===== src/rtl/defines.sv =====
// Shared constants for the multiply pipeline: default widths, RV32M funct3 codes, modular ROB age compare.
`ifndef MUL_DEFINES_SV
`define MUL_DEFINES_SV

`define WORD_SIZE       32
`define ROB_ENTRY_WIDTH 6

`define FUNCT3_MUL    3'b000
`define FUNCT3_MULH   3'b001
`define FUNCT3_MULHSU 3'b010
`define FUNCT3_MULHU  3'b011

// True when id is strictly younger than ref_id, ages measured from head modulo 2^w.
`define AGE_YOUNGER(id, ref_id, head, w) (w'((id) - (head)) > w'((ref_id) - (head)))

`endif


===== src/rtl/mul_pipeline_pkg.sv =====
// Mode decode for the multiply pipeline: operand signedness, word select and zero-result flag.
`include "defines.sv"

package mul_pipeline_pkg;

   typedef struct packed {
      logic s1_signed;
      logic s2_signed;
      logic hi;
      logic zero;
   } mode_t;

   function automatic mode_t decode_funct3(input logic [2:0] f3);
      mode_t m;
      m.zero      = f3[2];
      m.hi        = !f3[2] && (f3 != `FUNCT3_MUL);
      m.s1_signed = (f3 == `FUNCT3_MULH) || (f3 == `FUNCT3_MULHSU);
      m.s2_signed = (f3 == `FUNCT3_MULH);
      return m;
   endfunction

endpackage


===== src/rtl/mul_stage_reg.sv =====
// One multiply pipeline register: flush beats squash beats stall; a squash kills the held
// entry when stalled, otherwise it kills the entry arriving from the previous stage.
`include "defines.sv"

module mul_stage_reg #(
   parameter int WORD_SIZE       = `WORD_SIZE,
   parameter int ROB_ENTRY_WIDTH = `ROB_ENTRY_WIDTH
) (
   input  logic                       clk,
   input  logic                       rst,
   input  logic                       stall,
   input  logic                       flush,
   input  logic                       squash_valid,
   input  logic [ROB_ENTRY_WIDTH-1:0] squash_rob_id,
   input  logic [ROB_ENTRY_WIDTH-1:0] rob_head,
   input  logic                       i_vld,
   input  logic [2*WORD_SIZE-1:0]     i_prod,
   input  logic                       i_hi,
   input  logic                       i_zero,
   input  logic [ROB_ENTRY_WIDTH-1:0] i_rob_id,
   input  logic [WORD_SIZE-1:0]       i_pc,
   output logic                       o_vld,
   output logic [2*WORD_SIZE-1:0]     o_prod,
   output logic                       o_hi,
   output logic                       o_zero,
   output logic [ROB_ENTRY_WIDTH-1:0] o_rob_id,
   output logic [WORD_SIZE-1:0]       o_pc
);

   logic                       r_vld;
   logic [2*WORD_SIZE-1:0]     r_prod;
   logic                       r_hi;
   logic                       r_zero;
   logic [ROB_ENTRY_WIDTH-1:0] r_rob_id;
   logic [WORD_SIZE-1:0]       r_pc;

   logic w_kill_in;
   logic w_kill_own;

   always_comb begin
      w_kill_in  = squash_valid && `AGE_YOUNGER(i_rob_id, squash_rob_id, rob_head, ROB_ENTRY_WIDTH);
      w_kill_own = squash_valid && `AGE_YOUNGER(r_rob_id, squash_rob_id, rob_head, ROB_ENTRY_WIDTH);
   end

   always_ff @(posedge clk or posedge rst) begin
      if (rst) begin
         r_vld    <= 1'b0;
         r_prod   <= '0;
         r_hi     <= 1'b0;
         r_zero   <= 1'b0;
         r_rob_id <= '0;
         r_pc     <= '0;
      end else if (flush) begin
         r_vld <= 1'b0;
      end else if (stall) begin
         if (w_kill_own) r_vld <= 1'b0;
      end else begin
         r_vld    <= i_vld && !w_kill_in;
         r_prod   <= i_prod;
         r_hi     <= i_hi;
         r_zero   <= i_zero;
         r_rob_id <= i_rob_id;
         r_pc     <= i_pc;
      end
   end

   assign o_vld    = r_vld;
   assign o_prod   = r_prod;
   assign o_hi     = r_hi;
   assign o_zero   = r_zero;
   assign o_rob_id = r_rob_id;
   assign o_pc     = r_pc;

endmodule


===== src/rtl/mul_pipeline.sv =====
// RV32M multiply pipeline, DEPTH register stages from execute to ROB writeback, one issue per cycle.
// Stall freezes all stages; flush and age-based squash act even while stalled.
`include "defines.sv"

module mul_pipeline
   import mul_pipeline_pkg::*;
#(
   parameter int WORD_SIZE       = `WORD_SIZE,
   parameter int ROB_ENTRY_WIDTH = `ROB_ENTRY_WIDTH,
   parameter int DEPTH           = 4
) (
   input  logic                       clk,
   input  logic                       rst,
   input  logic                       in_valid,
   input  logic [2:0]                 in_funct3,
   input  logic [WORD_SIZE-1:0]       in_s1,
   input  logic [WORD_SIZE-1:0]       in_s2,
   input  logic [WORD_SIZE-1:0]       in_pc,
   input  logic [ROB_ENTRY_WIDTH-1:0] in_rob_id,
   input  logic                       stall,
   input  logic                       flush,
   input  logic                       squash_valid,
   input  logic [ROB_ENTRY_WIDTH-1:0] squash_rob_id,
   input  logic [ROB_ENTRY_WIDTH-1:0] rob_head,
   output logic                       byp_valid,
   output logic [WORD_SIZE-1:0]       byp_result,
   output logic [ROB_ENTRY_WIDTH-1:0] byp_rob_id,
   output logic                       out_valid,
   output logic [WORD_SIZE-1:0]       out_result,
   output logic [ROB_ENTRY_WIDTH-1:0] out_rob_id,
   output logic [WORD_SIZE-1:0]       out_pc,
   output logic                       busy
);

   localparam int PW = 2 * WORD_SIZE;

   mode_t                w_mode;
   logic [WORD_SIZE:0]   w_s1x;
   logic [WORD_SIZE:0]   w_s2x;
   logic [PW-1:0]        w_a;
   logic [PW-1:0]        w_b;
   logic [PW-1:0]        w_prod;
   logic                 w_kill_in0;
   logic                 w_kill_own0;

   logic                       r_vld0;
   logic [PW-1:0]              r_prod0;
   logic                       r_hi0;
   logic                       r_zero0;
   logic [ROB_ENTRY_WIDTH-1:0] r_rob0;
   logic [WORD_SIZE-1:0]       r_pc0;

   logic [DEPTH-1:0]                            w_vld;
   logic [DEPTH-1:0]                            w_hi;
   logic [DEPTH-1:0]                            w_zero;
   logic [DEPTH-1:0][PW-1:0]                    w_prod_s;
   logic [DEPTH-1:0][ROB_ENTRY_WIDTH-1:0]       w_rob;
   logic [DEPTH-1:0][WORD_SIZE-1:0]             w_pc;

   // Operands widen to WORD_SIZE+1 per mode, then sign-extend to 2*WORD_SIZE so the
   // truncated product is exact for every signedness combination.
   always_comb begin
      w_mode      = decode_funct3(in_funct3);
      w_s1x       = {w_mode.s1_signed & in_s1[WORD_SIZE-1], in_s1};
      w_s2x       = {w_mode.s2_signed & in_s2[WORD_SIZE-1], in_s2};
      w_a         = {{(WORD_SIZE-1){w_s1x[WORD_SIZE]}}, w_s1x};
      w_b         = {{(WORD_SIZE-1){w_s2x[WORD_SIZE]}}, w_s2x};
      w_prod      = w_a * w_b;
      w_kill_in0  = squash_valid && `AGE_YOUNGER(in_rob_id, squash_rob_id, rob_head, ROB_ENTRY_WIDTH);
      w_kill_own0 = squash_valid && `AGE_YOUNGER(r_rob0, squash_rob_id, rob_head, ROB_ENTRY_WIDTH);
   end

   always_ff @(posedge clk or posedge rst) begin
      if (rst) begin
         r_vld0  <= 1'b0;
         r_prod0 <= '0;
         r_hi0   <= 1'b0;
         r_zero0 <= 1'b0;
         r_rob0  <= '0;
         r_pc0   <= '0;
      end else if (flush) begin
         r_vld0 <= 1'b0;
      end else if (stall) begin
         if (w_kill_own0) r_vld0 <= 1'b0;
      end else begin
         r_vld0  <= in_valid && !w_kill_in0;
         r_prod0 <= w_prod;
         r_hi0   <= w_mode.hi;
         r_zero0 <= w_mode.zero;
         r_rob0  <= in_rob_id;
         r_pc0   <= in_pc;
      end
   end

   assign w_vld[0]    = r_vld0;
   assign w_prod_s[0] = r_prod0;
   assign w_hi[0]     = r_hi0;
   assign w_zero[0]   = r_zero0;
   assign w_rob[0]    = r_rob0;
   assign w_pc[0]     = r_pc0;

   for (genvar g = 1; g < DEPTH; g++) begin : g_stage
      mul_stage_reg #(
         .WORD_SIZE       (WORD_SIZE),
         .ROB_ENTRY_WIDTH (ROB_ENTRY_WIDTH)
      ) u_stage (
         .clk           (clk),
         .rst           (rst),
         .stall         (stall),
         .flush         (flush),
         .squash_valid  (squash_valid),
         .squash_rob_id (squash_rob_id),
         .rob_head      (rob_head),
         .i_vld         (w_vld[g-1]),
         .i_prod        (w_prod_s[g-1]),
         .i_hi          (w_hi[g-1]),
         .i_zero        (w_zero[g-1]),
         .i_rob_id      (w_rob[g-1]),
         .i_pc          (w_pc[g-1]),
         .o_vld         (w_vld[g]),
         .o_prod        (w_prod_s[g]),
         .o_hi          (w_hi[g]),
         .o_zero        (w_zero[g]),
         .o_rob_id      (w_rob[g]),
         .o_pc          (w_pc[g])
      );
   end

   function automatic logic [WORD_SIZE-1:0] sel_word(input logic [PW-1:0] p,
                                                     input logic hi, input logic zero);
      if (zero) return '0;
      return hi ? p[PW-1:WORD_SIZE] : p[WORD_SIZE-1:0];
   endfunction

   assign byp_valid  = w_vld[DEPTH-2];
   assign byp_result = sel_word(w_prod_s[DEPTH-2], w_hi[DEPTH-2], w_zero[DEPTH-2]);
   assign byp_rob_id = w_rob[DEPTH-2];

   assign out_valid  = w_vld[DEPTH-1];
   assign out_result = sel_word(w_prod_s[DEPTH-1], w_hi[DEPTH-1], w_zero[DEPTH-1]);
   assign out_rob_id = w_rob[DEPTH-1];
   assign out_pc     = w_pc[DEPTH-1];

   assign busy = |w_vld;

endmodule


===== config.mk =====
export PLATFORM = sky130hd
export DESIGN_NAME = mul_pipeline
export DESIGN_NICKNAME = d
export VERILOG_FILES = /design/src/rtl/mul_pipeline_pkg.sv /design/src/rtl/mul_stage_reg.sv /design/src/rtl/mul_pipeline.sv
export VERILOG_INCLUDE_DIRS = /design/src /design/src/rtl
export SDC_FILE = /design/constraint.sdc
export NUM_CORES = 2
export LEC_CHECK = 0
export ABC_AREA = 1
export BUFFER_PORTS_ARGS = -buffer_cell sky130_fd_sc_hd__buf_4
export CORE_ASPECT_RATIO = 0.9
export CORE_MARGIN = 1
export CORE_UTILIZATION = 55
export CTS_CLUSTER_SIZE = 8
export DETAILED_ROUTE_END_ITERATION = 8
export PLACE_DENSITY = 0.72
export SLEW_MARGIN = 40
export SYNTH_ARGS = -nofsm -noshare
export SYNTH_HDL_FRONTEND = slang
export SYNTH_SLANG_ARGS = --single-unit

===== constraint.sdc =====
create_clock -name clk -period 16.2 [get_ports clk]
set_input_delay 0.81 -clock clk [delete_from_list [all_inputs] [get_ports clk]]
set_output_delay 0.81 -clock clk [all_outputs]
set_load 0.01 [all_outputs]

==> metrics.txt <==
FF/Latch Area=~11,000 sq um; ratio of cells with drive above 1 in the final layout=slightly above 5%; M2 GR Usage=51.7%; Crit Reg-Reg Startpoint=g_stage[2].u_stage.o_rob_id[0]; Critical Path Start Type=input port; Tot GR Track Use=around a third; Area Growth Syn to Fin=6.70%; ANT cells=0; CTS buffer count=59; multi-input logic area=around 40,000 sq um; DR vias/cell=roughly 5.4; Avg Synthesized Cell Area=approximately 8.1 sq um; family with the most delay on the worst path=adder cells; initial detailed-routing violation count=~3.7k; Port Buf Inserts=about 230; Async SR Flop Fraction=100%; Mapped Area=approximately 58,000 sq um; fillers=9,251; Initial Utilization=55.7%; layer with the highest usage=met2; EDFF count, synth=0; grt total ovfl=0; vias=around 45k; Critical Path Fanout Max=34; ys flop type=dfrtp_1; syn nets=~8.6k; type of the most critical hold path=in2async; Clock Latency Late Sink=between 0.6 and 0.7 ns; DRT antenna net count=0; Seq/Total Area, Yosys=18.2%; Max Cap Violations=0; highest clock rate=around 0.11 GHz; area of the core=104,000 sq um; # clock sinks=420; CTS resizes=0; Die Y=around 310 um; DIE WIDTH=about 340 um; critical path endpoint category=flop; Final Skew=between 0.02 and 0.03 ns; Crit path top cell by count=fa_1; DRC=0; RSZ-0062 raised after global routing=no; setup TNS=0 ns; number of global-route vias before repair=approximately 48k; initial antenna violation count=1; # nets final=~8.6k; post-CTS setup buffers=0; clock root buffer=clkbuf_16; WL final=165,000 um; number of H-tree levels=2; first-pass GRT wire length=around 260,000 um; slowest cell delay on critical path=between 0.9 and 1 ns; max_slew headroom=38.8%; full die area=107,000 sq um; largest net degree at the start of global routing=158; Synth Register Bits=between 400 and 500; routability cong.=between 0.9 and 1; Netlist cell types=45; Wirelength per Cell=19.6 um; Row Count=between 100 and 150; Clock Tree Buf Depth=3; I/O pins=about 230; Worst-Margin Slew=0.916 ns; crit path from=in_s1[31]; CP required=roughly 17 ns; warning count from the yosys run=0; sum of buffers and inverters on the critical path=9; GR Layer Usage met1=between 40% and 50%; HPWL Detailed=124,000 um; # hold bufs at CTS=0; status=finished, final reports clean; Gate Count Post-Synth=roughly 7.1k; Initial DRT Pass Iterations=8; Reg clk slew, reported paths=around 0.050 ns; kind of critical path=in2reg; Max Slew Vio Count=0; final worst path period need=8.95 ns; number of setup violations in the final report=0; Fin. Hold Viols=0; CP max-delay cell=fa_1; crit path DAT=approximately 9.5 ns; TritonCTS clock tree=yes; met3 Usage GRT=under 10%; fin crit share=a little under three fifths
-- placed cells by master, fill, tap and decap left out, types with 29 or more instances in the layout --
cell type	count
clkbuf_16	59
nor2_1	297
dfrtp_1	420
o21ai_0	393
fa_1	1131
a21oi_1	112
xor2_1	29
nand2_1	2016
ha_1	270
buf_4	241
inv_1	1775
nand3_1	114
-- cells in the mapped netlist (all sizes together) (5+ instances only) --
cell type / n / area [sq um]
nand2: 2025 / 7620
inv: 1783 / 6690
fa: 1131 / 22600
dfrtp: 420 / 10500
o21ai: 402 / 2020
clkbuf: 365 / 1370
nor2: 304 / 1160
ha: 270 / 3380
nand3: 117 / 601
a21oi: 114 / 578
xor2: 29 / 254
nand4: 24 / 150
xnor2: 21 / 184
or2: 18 / 113
nor3: 16 / 80.1
a31oi: 11 / 68.8
o21bai: 10 / 75.1
nand3b: 8 / 60.1
buf: 7 / 35.0
o211ai: 7 / 57.6
nor4: 6 / 56.3
a21boi: 5 / 41.3
-- cells by family (layout without fill, tap and decap cells) --
logic type               count (synthesis)  count (layout)  share of synthesized area, %
AO/OA/AOI/OAI                          562             562                          5.10
XOR/XNOR                                50              50                         0.757
adder cells (fa/ha/maj)               1401            1401                          45.0
buffers and inverters                 2155            2098                          14.0
flip-flops                             420             420                          18.2
AND/OR/NAND/NOR                       2519            2519                          17.0
-- stage by stage --
stage          area (sq um)  util [%]  cells  hold WS [ns]  setup slack, ns
5_1_grt               61700      59.4   8418         0.392             6.72
4_1_cts               61700      59.4   8418         0.345             7.28
3_3_place_gp          60100      57.8   8350         0.448             6.85
6_report              61700      59.4   8418         0.334             7.25
3_5_place_dp          60100      57.8   8352         0.453             6.64
2_1_floorplan         57900         -   7107         0.437             3.70
-- layout make-up --
type	instances	area share [%]
Multi-Input combinational cell	4532	63.6
Sequential cell	420	17.0
Inverter	1783	10.9
Timing Repair Buffer	249	3.16
Tap cell	1368	2.77
Clock buffer	62	2.46
Clock inverter	4	0.126
-- layer usage --
layer / routed length (um) / vias to the layer above / share of wire [%]
li1: - / 20200 / -
met1: 66400 / 22200 / 40
met5: 14 / - / 0.0085
met2: 75200 / 2246 / 46
met4: 6860 / 2 / 4.2
met3: 16400 / 451 / 10
-- registers in the layout (all words and copies together) (netlist names), 3 cells and up --
register                  cells
g_stage.u_stage.o_rob_id     18
r_pc0                        32
g_stage.u_stage.o_prod      192
g_stage.u_stage.o_zero        3
g_stage.u_stage.o_pc         96
g_stage.u_stage.o_hi          3
g_stage.u_stage.o_vld         3
r_prod0                      64
r_rob0                        6
-- final timing paths --
kind,endpoint,slack [ns],cells after the start
max in group asynchronous,g_stage[1].u_stage.o_prod[18],13.54,5
hold / removal,g_stage[3].u_stage.o_pc[1],0.33,2
setup reg to reg,g_stage[3].u_stage.o_vld,13.47,14
hold reg to reg,g_stage[3].u_stage.o_prod[25],0.46,2
min in group clk,r_pc0[16],0.40,3
setup / recovery,r_prod0[63],7.25,31
Power is not shown: default switching activity piles up to over one toggle a cycle in this logic, so the estimate is an artifact.
